### config.mk
export PLATFORM = sky130hd
export DESIGN_NAME = spi_master
export DESIGN_NICKNAME = d
export VERILOG_FILES = /design/src/rtl/spi_cnn_pkg.sv /design/src/rtl/spi_clk_gen.sv /design/src/rtl/spi_master.sv
export SDC_FILE = /design/constraint.sdc
export NUM_CORES = 1
export LEC_CHECK = 0
export ABC_AREA = 1
export CAP_MARGIN = 5
export CELL_PAD_IN_SITES_DETAIL_PLACEMENT = 0
export CELL_PAD_IN_SITES_GLOBAL_PLACEMENT = 1
export CORE_MARGIN = 2
export CORE_UTILIZATION = 40
export CTS_CLUSTER_SIZE = 30
export DETAILED_ROUTE_END_ITERATION = 12
export PLACE_DENSITY = 0.8
export SYNTH_ARGS = -nofsm -noshare
export SYNTH_HDL_FRONTEND = slang
export SYNTH_SLANG_ARGS = --single-unit
### constraint.sdc
create_clock -name clk -period 2.3 [get_ports clk]
set_clock_uncertainty 0.1 [all_clocks]
set_input_delay 0.23 -clock clk [delete_from_list [all_inputs] [get_ports clk]]
set_output_delay 0.23 -clock clk [all_outputs]
set_load 0.02 [all_outputs]
### src/rtl/spi_cnn_pkg.sv
// Shared types and constants for the CNN-side SPI master.
package spi_cnn_pkg;

  localparam int SPI_WORD_W      = 32;
  localparam int SPI_MIN_CLK_DIV = 3;
  localparam int SPI_MIN_CS_GAP  = 2;

  typedef enum logic [2:0] {
    ST_IDLE  = 3'd0,
    ST_SETUP = 3'd1,
    ST_XFER  = 3'd2,
    ST_GAP   = 3'd3,
    ST_DONE  = 3'd4
  } spi_mst_state_t;

  // States in which cs_n is asserted and the SPI clock generator runs.
  function automatic logic in_frame(input spi_mst_state_t s);
    return (s == ST_SETUP) || (s == ST_XFER);
  endfunction

endpackage

### src/rtl/spi_clk_gen.sv
// SPI clock generator: half-period counter toggling sclk, with rise/fall
// strobes asserted in the clk cycle before sclk changes level.
module spi_clk_gen
  import spi_cnn_pkg::*;
#(
  parameter int CLK_DIV = 4
) (
  input  logic clk,
  input  logic rst_n,
  input  logic en,
  input  logic clr,
  output logic sclk,
  output logic rise,
  output logic fall
);

  localparam int            CW   = $clog2(CLK_DIV);
  localparam logic [CW-1:0] TERM = CW'(CLK_DIV - 1);

  logic [CW-1:0] cnt_q, cnt_d;
  logic          sclk_q, sclk_d;
  logic          term;

  assign term = en && (cnt_q == TERM);
  assign rise = term && !sclk_q;
  assign fall = term && sclk_q;
  assign sclk = sclk_q;

  always_comb begin
    cnt_d  = cnt_q;
    sclk_d = sclk_q;
    if (clr) begin
      cnt_d  = '0;
      sclk_d = 1'b0;
    end else if (en) begin
      if (term) begin
        cnt_d  = '0;
        sclk_d = !sclk_q;
      end else begin
        cnt_d = cnt_q + 1'b1;
      end
    end
  end

  always_ff @(posedge clk or negedge rst_n) begin
    if (!rst_n) begin
      cnt_q  <= '0;
      sclk_q <= 1'b0;
    end else begin
      cnt_q  <= cnt_d;
      sclk_q <= sclk_d;
    end
  end

endmodule

### src/rtl/spi_master.sv
// Mode-0 MSB-first 32-bit SPI master, one cs_n frame per accepted word.
// Optional response checker (rx == previous tx + 1) under SPI_MASTER_CHECK_EN.
module spi_master
  import spi_cnn_pkg::*;
#(
  parameter int CLK_DIV = 4,
  parameter int CS_GAP  = 4
) (
  input  logic                  clk,
  input  logic                  rst_n,
  input  logic [SPI_WORD_W-1:0] tx_data,
  input  logic                  tx_valid,
  output logic                  tx_ready,
  output logic [SPI_WORD_W-1:0] rx_data,
  output logic                  rx_valid,
  output logic                  resp_err,
  output logic                  busy,
  output logic                  sclk,
  output logic                  cs_n,
  output logic                  mosi,
  input  logic                  miso
);

  if (CLK_DIV < SPI_MIN_CLK_DIV) begin : g_bad_clk_div
    $error("spi_master: CLK_DIV must be at least 3");
  end
  if (CS_GAP < SPI_MIN_CS_GAP) begin : g_bad_cs_gap
    $error("spi_master: CS_GAP must be at least 2");
  end

  localparam int            GW       = $clog2(CS_GAP);
  localparam logic [GW-1:0] GAP_TERM = GW'(CS_GAP - 1);
  localparam logic [4:0]    BIT_LAST = 5'(SPI_WORD_W - 1);

  spi_mst_state_t        state_q, state_d;
  logic [SPI_WORD_W-1:0] tx_sr_q, tx_sr_d;
  logic [SPI_WORD_W-1:0] rx_sr_q, rx_sr_d;
  logic [SPI_WORD_W-1:0] rx_data_q, rx_data_d;
  logic [4:0]            bit_cnt_q, bit_cnt_d;
  logic [GW-1:0]         gap_cnt_q, gap_cnt_d;
  logic                  rx_valid_q, rx_valid_d;
  logic                  cs_n_q, cs_n_d;
  logic                  mosi_q, mosi_d;
  logic                  busy_q, busy_d;
  logic                  tx_ready_q, tx_ready_d;
  logic                  rise, fall, accept, end_xfer;

  assign accept   = tx_valid && tx_ready_q;
  // The rise strobe after the last bit's low phase ends the frame instead of
  // starting a 33rd bit; it also clears the clock generator back to idle.
  assign end_xfer = (state_q == ST_XFER) && rise && (bit_cnt_q == BIT_LAST);

  spi_clk_gen #(.CLK_DIV(CLK_DIV)) u_clk_gen (
    .clk  (clk),
    .rst_n(rst_n),
    .en   (in_frame(state_q)),
    .clr  (end_xfer),
    .sclk (sclk),
    .rise (rise),
    .fall (fall)
  );

  always_comb begin
    state_d    = state_q;
    tx_sr_d    = tx_sr_q;
    rx_sr_d    = rx_sr_q;
    rx_data_d  = rx_data_q;
    bit_cnt_d  = bit_cnt_q;
    gap_cnt_d  = gap_cnt_q;
    mosi_d     = mosi_q;
    rx_valid_d = 1'b0;
    case (state_q)
      ST_IDLE: begin
        if (accept) begin
          state_d   = ST_SETUP;
          tx_sr_d   = tx_data;
          bit_cnt_d = '0;
          mosi_d    = tx_data[SPI_WORD_W-1];
        end
      end
      ST_SETUP: begin
        if (rise) begin
          state_d = ST_XFER;
          rx_sr_d = {rx_sr_q[SPI_WORD_W-2:0], miso};
        end
      end
      ST_XFER: begin
        if (end_xfer) begin
          state_d   = ST_GAP;
          gap_cnt_d = '0;
          mosi_d    = 1'b0;
        end else if (rise) begin
          rx_sr_d   = {rx_sr_q[SPI_WORD_W-2:0], miso};
          bit_cnt_d = bit_cnt_q + 5'd1;
        end else if (fall) begin
          tx_sr_d = tx_sr_q << 1;
          mosi_d  = (bit_cnt_q == BIT_LAST) ? 1'b0 : tx_sr_q[SPI_WORD_W-2];
        end
      end
      ST_GAP: begin
        mosi_d = 1'b0;
        if (gap_cnt_q == GAP_TERM) begin
          state_d = ST_DONE;
        end else begin
          gap_cnt_d = gap_cnt_q + 1'b1;
        end
      end
      ST_DONE: begin
        state_d    = ST_IDLE;
        rx_data_d  = rx_sr_q;
        rx_valid_d = 1'b1;
      end
      default: state_d = ST_IDLE;
    endcase
    cs_n_d     = !in_frame(state_d);
    busy_d     = (state_d != ST_IDLE);
    tx_ready_d = (state_d == ST_IDLE);
  end

  always_ff @(posedge clk or negedge rst_n) begin
    if (!rst_n) begin
      state_q    <= ST_IDLE;
      tx_sr_q    <= '0;
      rx_sr_q    <= '0;
      rx_data_q  <= '0;
      bit_cnt_q  <= '0;
      gap_cnt_q  <= '0;
      rx_valid_q <= 1'b0;
      cs_n_q     <= 1'b1;
      mosi_q     <= 1'b0;
      busy_q     <= 1'b0;
      tx_ready_q <= 1'b1;
    end else begin
      state_q    <= state_d;
      tx_sr_q    <= tx_sr_d;
      rx_sr_q    <= rx_sr_d;
      rx_data_q  <= rx_data_d;
      bit_cnt_q  <= bit_cnt_d;
      gap_cnt_q  <= gap_cnt_d;
      rx_valid_q <= rx_valid_d;
      cs_n_q     <= cs_n_d;
      mosi_q     <= mosi_d;
      busy_q     <= busy_d;
      tx_ready_q <= tx_ready_d;
    end
  end

  assign tx_ready = tx_ready_q;
  assign rx_data  = rx_data_q;
  assign rx_valid = rx_valid_q;
  assign busy     = busy_q;
  assign cs_n     = cs_n_q;
  assign mosi     = mosi_q;

`ifdef SPI_MASTER_CHECK_EN
  // The slave echoes word N as N+1 during frame N+1, so each response is
  // compared against the word sent in the previous frame.
  logic [SPI_WORD_W-1:0] cur_tx_q, cur_tx_d, prev_tx_q, prev_tx_d;
  logic                  prev_valid_q, prev_valid_d, resp_err_q, resp_err_d;

  always_comb begin
    cur_tx_d     = cur_tx_q;
    prev_tx_d    = prev_tx_q;
    prev_valid_d = prev_valid_q;
    resp_err_d   = 1'b0;
    if (accept) begin
      cur_tx_d = tx_data;
    end
    if (state_q == ST_DONE) begin
      resp_err_d   = prev_valid_q && (rx_sr_q != prev_tx_q + 32'd1);
      prev_tx_d    = cur_tx_q;
      prev_valid_d = 1'b1;
    end
  end

  always_ff @(posedge clk or negedge rst_n) begin
    if (!rst_n) begin
      cur_tx_q     <= '0;
      prev_tx_q    <= '0;
      prev_valid_q <= 1'b0;
      resp_err_q   <= 1'b0;
    end else begin
      cur_tx_q     <= cur_tx_d;
      prev_tx_q    <= prev_tx_d;
      prev_valid_q <= prev_valid_d;
      resp_err_q   <= resp_err_d;
    end
  end

  assign resp_err = resp_err_q;
`else
  assign resp_err = 1'b0;
`endif

endmodule
==> metrics.yaml, run 1 <==
outcome: "complete, no violations"
wl_mm: 10.5
power_mw: 4.70
die_y_um: 116
grt_pass1_vias: 3766
rsz0062_at_grt: "no"
synth_warnings: 0
cp.arrival_ps: 2310
hold_class: "input pin to asynchronous set/reset pin"
yosysSeqAreaShare_pct: 56.1
synth_area_per_cell_sq_um: 8.43
cts_setup_buffers: 0
use_met1_pct: 23.0
antenna_found_initial: 0
ant_nets: 0
synth.area.top_cells: "dfrtp_1 (55%), nand2_1 (19%), nand4_1 (4.2%)"
cp-end-kind: "flip-flop"
critPathRequiredTime_ps: 2530
fill_cells: 1181
synth_area_sq_um: 5040
grt_overflow: 0
grt_pass1_wl_mm: 18.0
synth_top_area_share_pct: 55.1
synth.most_common_cell: "nand2_1"
port_buffers: 73
multi_input_area_sq_um: 1860
area_growth_pct: 28.9
die_x_um: 116
hold_viol_final: 0
grt_util_met3_pct: 4.93
clockBufferDepth: 2
synth_commonest_cells: "nand2_1 (253), dfrtp_1 (111), inv_1 (45)"
grt_max_degree: 65
drv_cap: 0
fmax_mhz: 481
drt_iter0_markers: 275
seq_area_sq_um: 2830
drc: 0
path_clk_slew_ps: 50
coreArea_sq_um: 12500
p_leak_nw: 3.15
die_area_sq_um: 13500
setup_violations: 0
diodes: 0
fin_nets: 708
firstDrtPassIters: 4
ys.flop_type: "dfrtp_1"
critPathKind: "flip-flop to flip-flop"
yosys.area.top_type: "dfrtp_1"
hpwlAfterDp_mm: 6.73
globalRouteMet2Util_pct: 26.2
insertion_delay_ps: 410
cts_tree: "built"
row_count: 41
synthesis.nets: 638
synth_edf_count: 0
drive_above_1_share_pct: 8.82
cts_root_buf: "clkbuf_16"
num_vias: 4050
cp-start-kind: "flip-flop"
crit_fanout: 64
routedWlPerCell_um: 12.4
fin_crit_ps: 2080
placed_cell_area_sq_um: 5900
initial_core_util_pct: 40.4
ys_ff_latch: 113
gp_congestion: 0.795
cts_max_level: 4
stdcell_area_sq_um: 6500
vdd_drop_max_uv: 324
syn_inst: 598
cts.sinks: 113
synth_cell_type_count: 32
power_density_nw_per_um2: 723
viasPerCell: 4.75
fin_tns_setup_ps: 0
async_flop_share_pct: 100
slew_violations: 0
finalCritPeriodShare_pct: 90.4
grt.busiest_layer: "met2"
gr-usage-all-layers_pct: 17.1
cts_buffers: 17
io_pins: 75
[placed cells by master (no fill, tap or decap), types with 9 or more instances in the layout]
master / count
clkdlybuf4s50_1: 72
inv_1: 45
o21ai_1: 33
nand2_1: 253
o21ai_0: 35
nor2_1: 9
buf_4: 9
dfrtp_1: 111
nand4_1: 34
nand3_1: 13
clkbuf_16: 17
[where the power goes]
| group | switching [mW] | internal (mW) |
|---|---|---|
| logic | 0.0540 | 0.0610 |
| clock network | 0.898 | 1.68 |
| registers | 0.00294 | 2.00 |
[cells by family (layout without fill, tap and decap cells)]
logic type,Yosys count,after routing,share of synthesized area [%]
compound gates,71,71,7.15
other cells,1,1,0.0744
flops,113,113,56.1
xor+xnor,2,2,0.348
fa+ha+maj,4,4,0.993
simple gates,325,325,28.1
buf+inv,82,164,7.22
[sequential cells by signal (all words and copies together), names as in the netlist]
name,flops
busy,1
gap_cnt_q,2
state_q,3
rx_sr_q,32
u_clk_gen.sclk,1
bit_cnt_q,5
rx_valid,1
mosi,1
cs_n,1
tx_sr_q,31
rx_data,32
tx_ready,1
u_clk_gen.cnt_q,2
[cell type report]
cell class | instances | share of cell area [%]
Timing Repair Buffer | 84 | 12.9
Tap cell | 172 | 3.31
Sequential cell | 113 | 43.5
Inverter | 49 | 2.83
Clock inverter | 11 | 2.16
Clock buffer | 20 | 6.72
Multi-Input combinational cell | 403 | 28.5
[worst paths after layout]
path                       slack, ps  cells after the start    startpoint           to
max in group asynchronous       1170                      3         rst_n  tx_sr_q[19]
setup / recovery                 220                      7  bit_cnt_q[0]  rx_sr_q[11]
hold / removal                   220                      2         rst_n  rx_data[29]
min in group clk                 350                      3          miso   rx_sr_q[0]
setup reg to reg                 220                      7  bit_cnt_q[0]  rx_sr_q[11]
hold reg to reg                  370                      2   tx_sr_q[24]  tx_sr_q[24]
[worst max-delay path, stage by stage, from the launching register on]
cell	delay [ps]
dfrtp_1	390
ha_1	200
and3_1	170
ha_1	220
nand4_4	280
nand2_8	390
nand2_1	110
o21ai_1	110
[per-layer routing]
metal,part of all wire (%),vias up
met5,0,-
met4,1.6,0
met3,4.6,15
met2,45,101
met1,49,1883
li1,-,2051
[what timing repair did]
item,CTS,global route
setup endpoints to repair,0,32
resized for setup,0,1
endpoints found under the hold margin,28,0
hold buffers,1,0
[through the flow]
stage / hold slack, ps / instances / setup slack, ps / util (%)
after floorplan: -166 / 598 / 535 / -
after global placement: 97.4 / 820 / 183 / 47.4
after detailed placement: 110 / 820 / 111 / 47.4
after CTS: 223 / 852 / 44.1 / 52.1
after global routing: 244 / 852 / 55.6 / 52.1
final: 215 / 852 / 220 / 52.1
No activity file was read; power rests on OpenSTA's default activity.
==> run 2, diff against run 1 <==
CORE_UTILIZATION = 35   (was 40)
PLACE_DENSITY = 0.71   (was 0.8)
==> metrics.yaml, run 2 (synthesis gave the netlist of run 1 again) <==
drive_above_1_share_pct: 9.50  # was 8.82%
drc: 0  # unchanged
final_common_cell: "nand2_1"  # unchanged
grt_pass1_wl_mm: 18.9  # was 18.0 mm
gp_congestion: 0.743  # was 0.795
worst_pin_slew_ps: 613
area_growth_pct: 30.6  # was 28.9%
critPathKind: "flip-flop to flip-flop"  # unchanged
crit_chain: "ha_1, and3_1, ha_1, nand4_4, buf_4, nand4_1, nand2_1"  # was ha_1, and3_1, ha_1, nand4_4, nand2_8, nand2_1, o21ai_1
power_density_nw_per_um2: 720  # was 723 nW/um^2
row_count: 43  # was 41
setup_violations: 0  # unchanged
gr-usage-all-layers_pct: 15.9  # was 17.1%
path_clk_slew_ps: 50  # about the same
r2r-end: "tx_sr_q[29]"  # was rx_sr_q[11]
diodes: 0  # unchanged
antenna_found_initial: 0  # unchanged
die_x_um: 124  # was 116 um
final_cell_mix: "nand2_1 (253), dfrtp_1 (111), clkdlybuf4s50_1 (72)"  # unchanged
rr_worst_depth: 7  # unchanged
firstDrtPassIters: 4  # unchanged
setup_ws_ps: 309  # was 220 ps
ant_nets: 0  # unchanged
fmax_mhz: 502  # was 481 MHz
port_buffers: 73  # unchanged
p_leak_nw: 3.20  # was 3.15 nW
viasPerCell: 4.68  # was 4.75
drt_iter0_markers: 332  # was 275
clockBufferDepth: 2  # unchanged
hold_class: "input pin to asynchronous set/reset pin"  # unchanged
cts_buffers: 17  # unchanged
relSlewSlack_pct: 59.1
insertion_delay_ps: 410  # about the same
critPathRequiredTime_ps: 2540  # was 2530 ps
grt_overflow: 0  # unchanged
cts.sinks: 113  # unchanged
crit_path_top_delay_cell: "dfrtp_1"  # unchanged
die_area_sq_um: 15400  # was 13500 sq um
fin_crit_ps: 1990  # was 2080 ps
placed_cell_area_sq_um: 5970  # was 5900 sq um
cp-start-kind: "flip-flop"  # unchanged
stdcell_area_sq_um: 6580  # was 6500 sq um
rrSetupSlack_ps: 310  # was 220 ps
slew_violations: 0  # unchanged
rsz0062_at_grt: "no"  # unchanged
dp.cells: 831  # was 820
grt_max_degree: 64  # was 65
crit_top_cell: "ha_1"  # unchanged
slowest_delay_ps: 400  # was 390 ps
fin_nets: 711  # was 708
cts_setup_buffers: 0  # unchanged
cts-resized-gates: 0  # unchanged
grt_pass1_vias: 3926  # was 3766
io_pins: 75  # unchanged
fin_tns_setup_ps: 0  # unchanged
outcome: "complete, no violations"  # unchanged
wl_mm: 11.0  # was 10.5 mm
finalNonFillerCells: 864  # was 852
hold_viol_final: 0  # unchanged
coreArea_sq_um: 14000  # was 12500 sq um
initial_core_util_pct: 36.0  # was 40.4%
hpwlAfterDp_mm: 7.07  # was 6.73 mm
crit_fanout: 31  # was 64
cts_root_buf: "clkbuf_16"  # unchanged
cp-end-kind: "flip-flop"  # unchanged
pre_cts_ws_ps: 329  # was 111 ps
finalCritPeriodShare_pct: 86.6  # was 90.4%
cts_tree: "built"  # unchanged
die_y_um: 124  # was 116 um
vdd_drop_max_uv: 565  # was 324 uV
fill_cells: 1367  # was 1181
cp.arrival_ps: 2230  # was 2310 ps
num_vias: 4043  # was 4050
routedWlPerCell_um: 12.7  # was 12.4 um
drv_cap: 0  # unchanged
regToRegStartpoint: "bit_cnt_q[0]"  # unchanged
cts_max_level: 4  # unchanged
## run 2: changes by cell type in the layout (fill, tap and decap cells not counted), sizes merged
| cell | before | now |
|---|---|---|
| clkinvlp | 4 | 1 |
| clkbuf | 20 | 21 |
| buf | 11 | 14 |
| clkinv | 4 | 7 |
## run 2: power breakdown
group	switching [mW]	internal, mW	total [mW]
registers	0.00265	2.00	2.00
logic	0.0552	0.0610	0.116
clock network	0.879	1.75	2.63
## run 2: critical path: cells and delay by family (launching register included)
kind / cells / cell delay [ps]
simple gates: 4 / 610
flops: 1 / 400
buf+inv: 1 / 340
fa+ha+maj: 2 / 470
## run 2: what timing repair did
| item | in CTS | in global routing |
|---|---|---|
| setup endpoints to repair | 0 | 0 |
| hold buffers | 1 | 0 |
| endpoints found under the hold margin | 42 | 0 |
## run 2: how the worst max path moves through the flow
stage | startpoint | endpoint | slack (ps) | cells past startpoint
CTS | bit_cnt_q[0] | tx_sr_q[29] | 290 | 7
detailed placement | bit_cnt_q[0] | tx_sr_q[29] | 330 | 7
finish | bit_cnt_q[0] | tx_sr_q[29] | 310 | 7
global route | bit_cnt_q[0] | tx_sr_q[29] | 170 | 7
global placement | tx_valid | tx_sr_q[13] | 360 | 9
floorplan | bit_cnt_q[0] | tx_sr_q[0] | 530 | 7
## run 2: layout make-up
type	instances	area [sq um]	area share, %
Clock buffer	21	460	7.00
Multi-Input combinational cell	403	1850	28.1
Timing Repair Buffer	87	898	13.7
Inverter	49	184	2.79
Clock inverter	11	136	2.07
Tap cell	180	225	3.42
Sequential cell	113	2830	43.0
## run 2: metal layers
layer	vias up	wire, um	track usage, %
met4	0	184	5.83
li1	2049	-	-
met3	16	528	4.99
met5	-	0	0
met1	1890	5400	21.8
met2	88	4870	23.6
## run 2: metrics by stage
stage               power (mW)  hold slack, ps  utilization (%)
floorplan                 2.04            -166                -
global placement          2.15             181             42.7
detailed placement        2.15             185             42.7
CTS                       4.81             290             47.0
global route              4.92             337             47.0
finish                    4.74             276             47.0
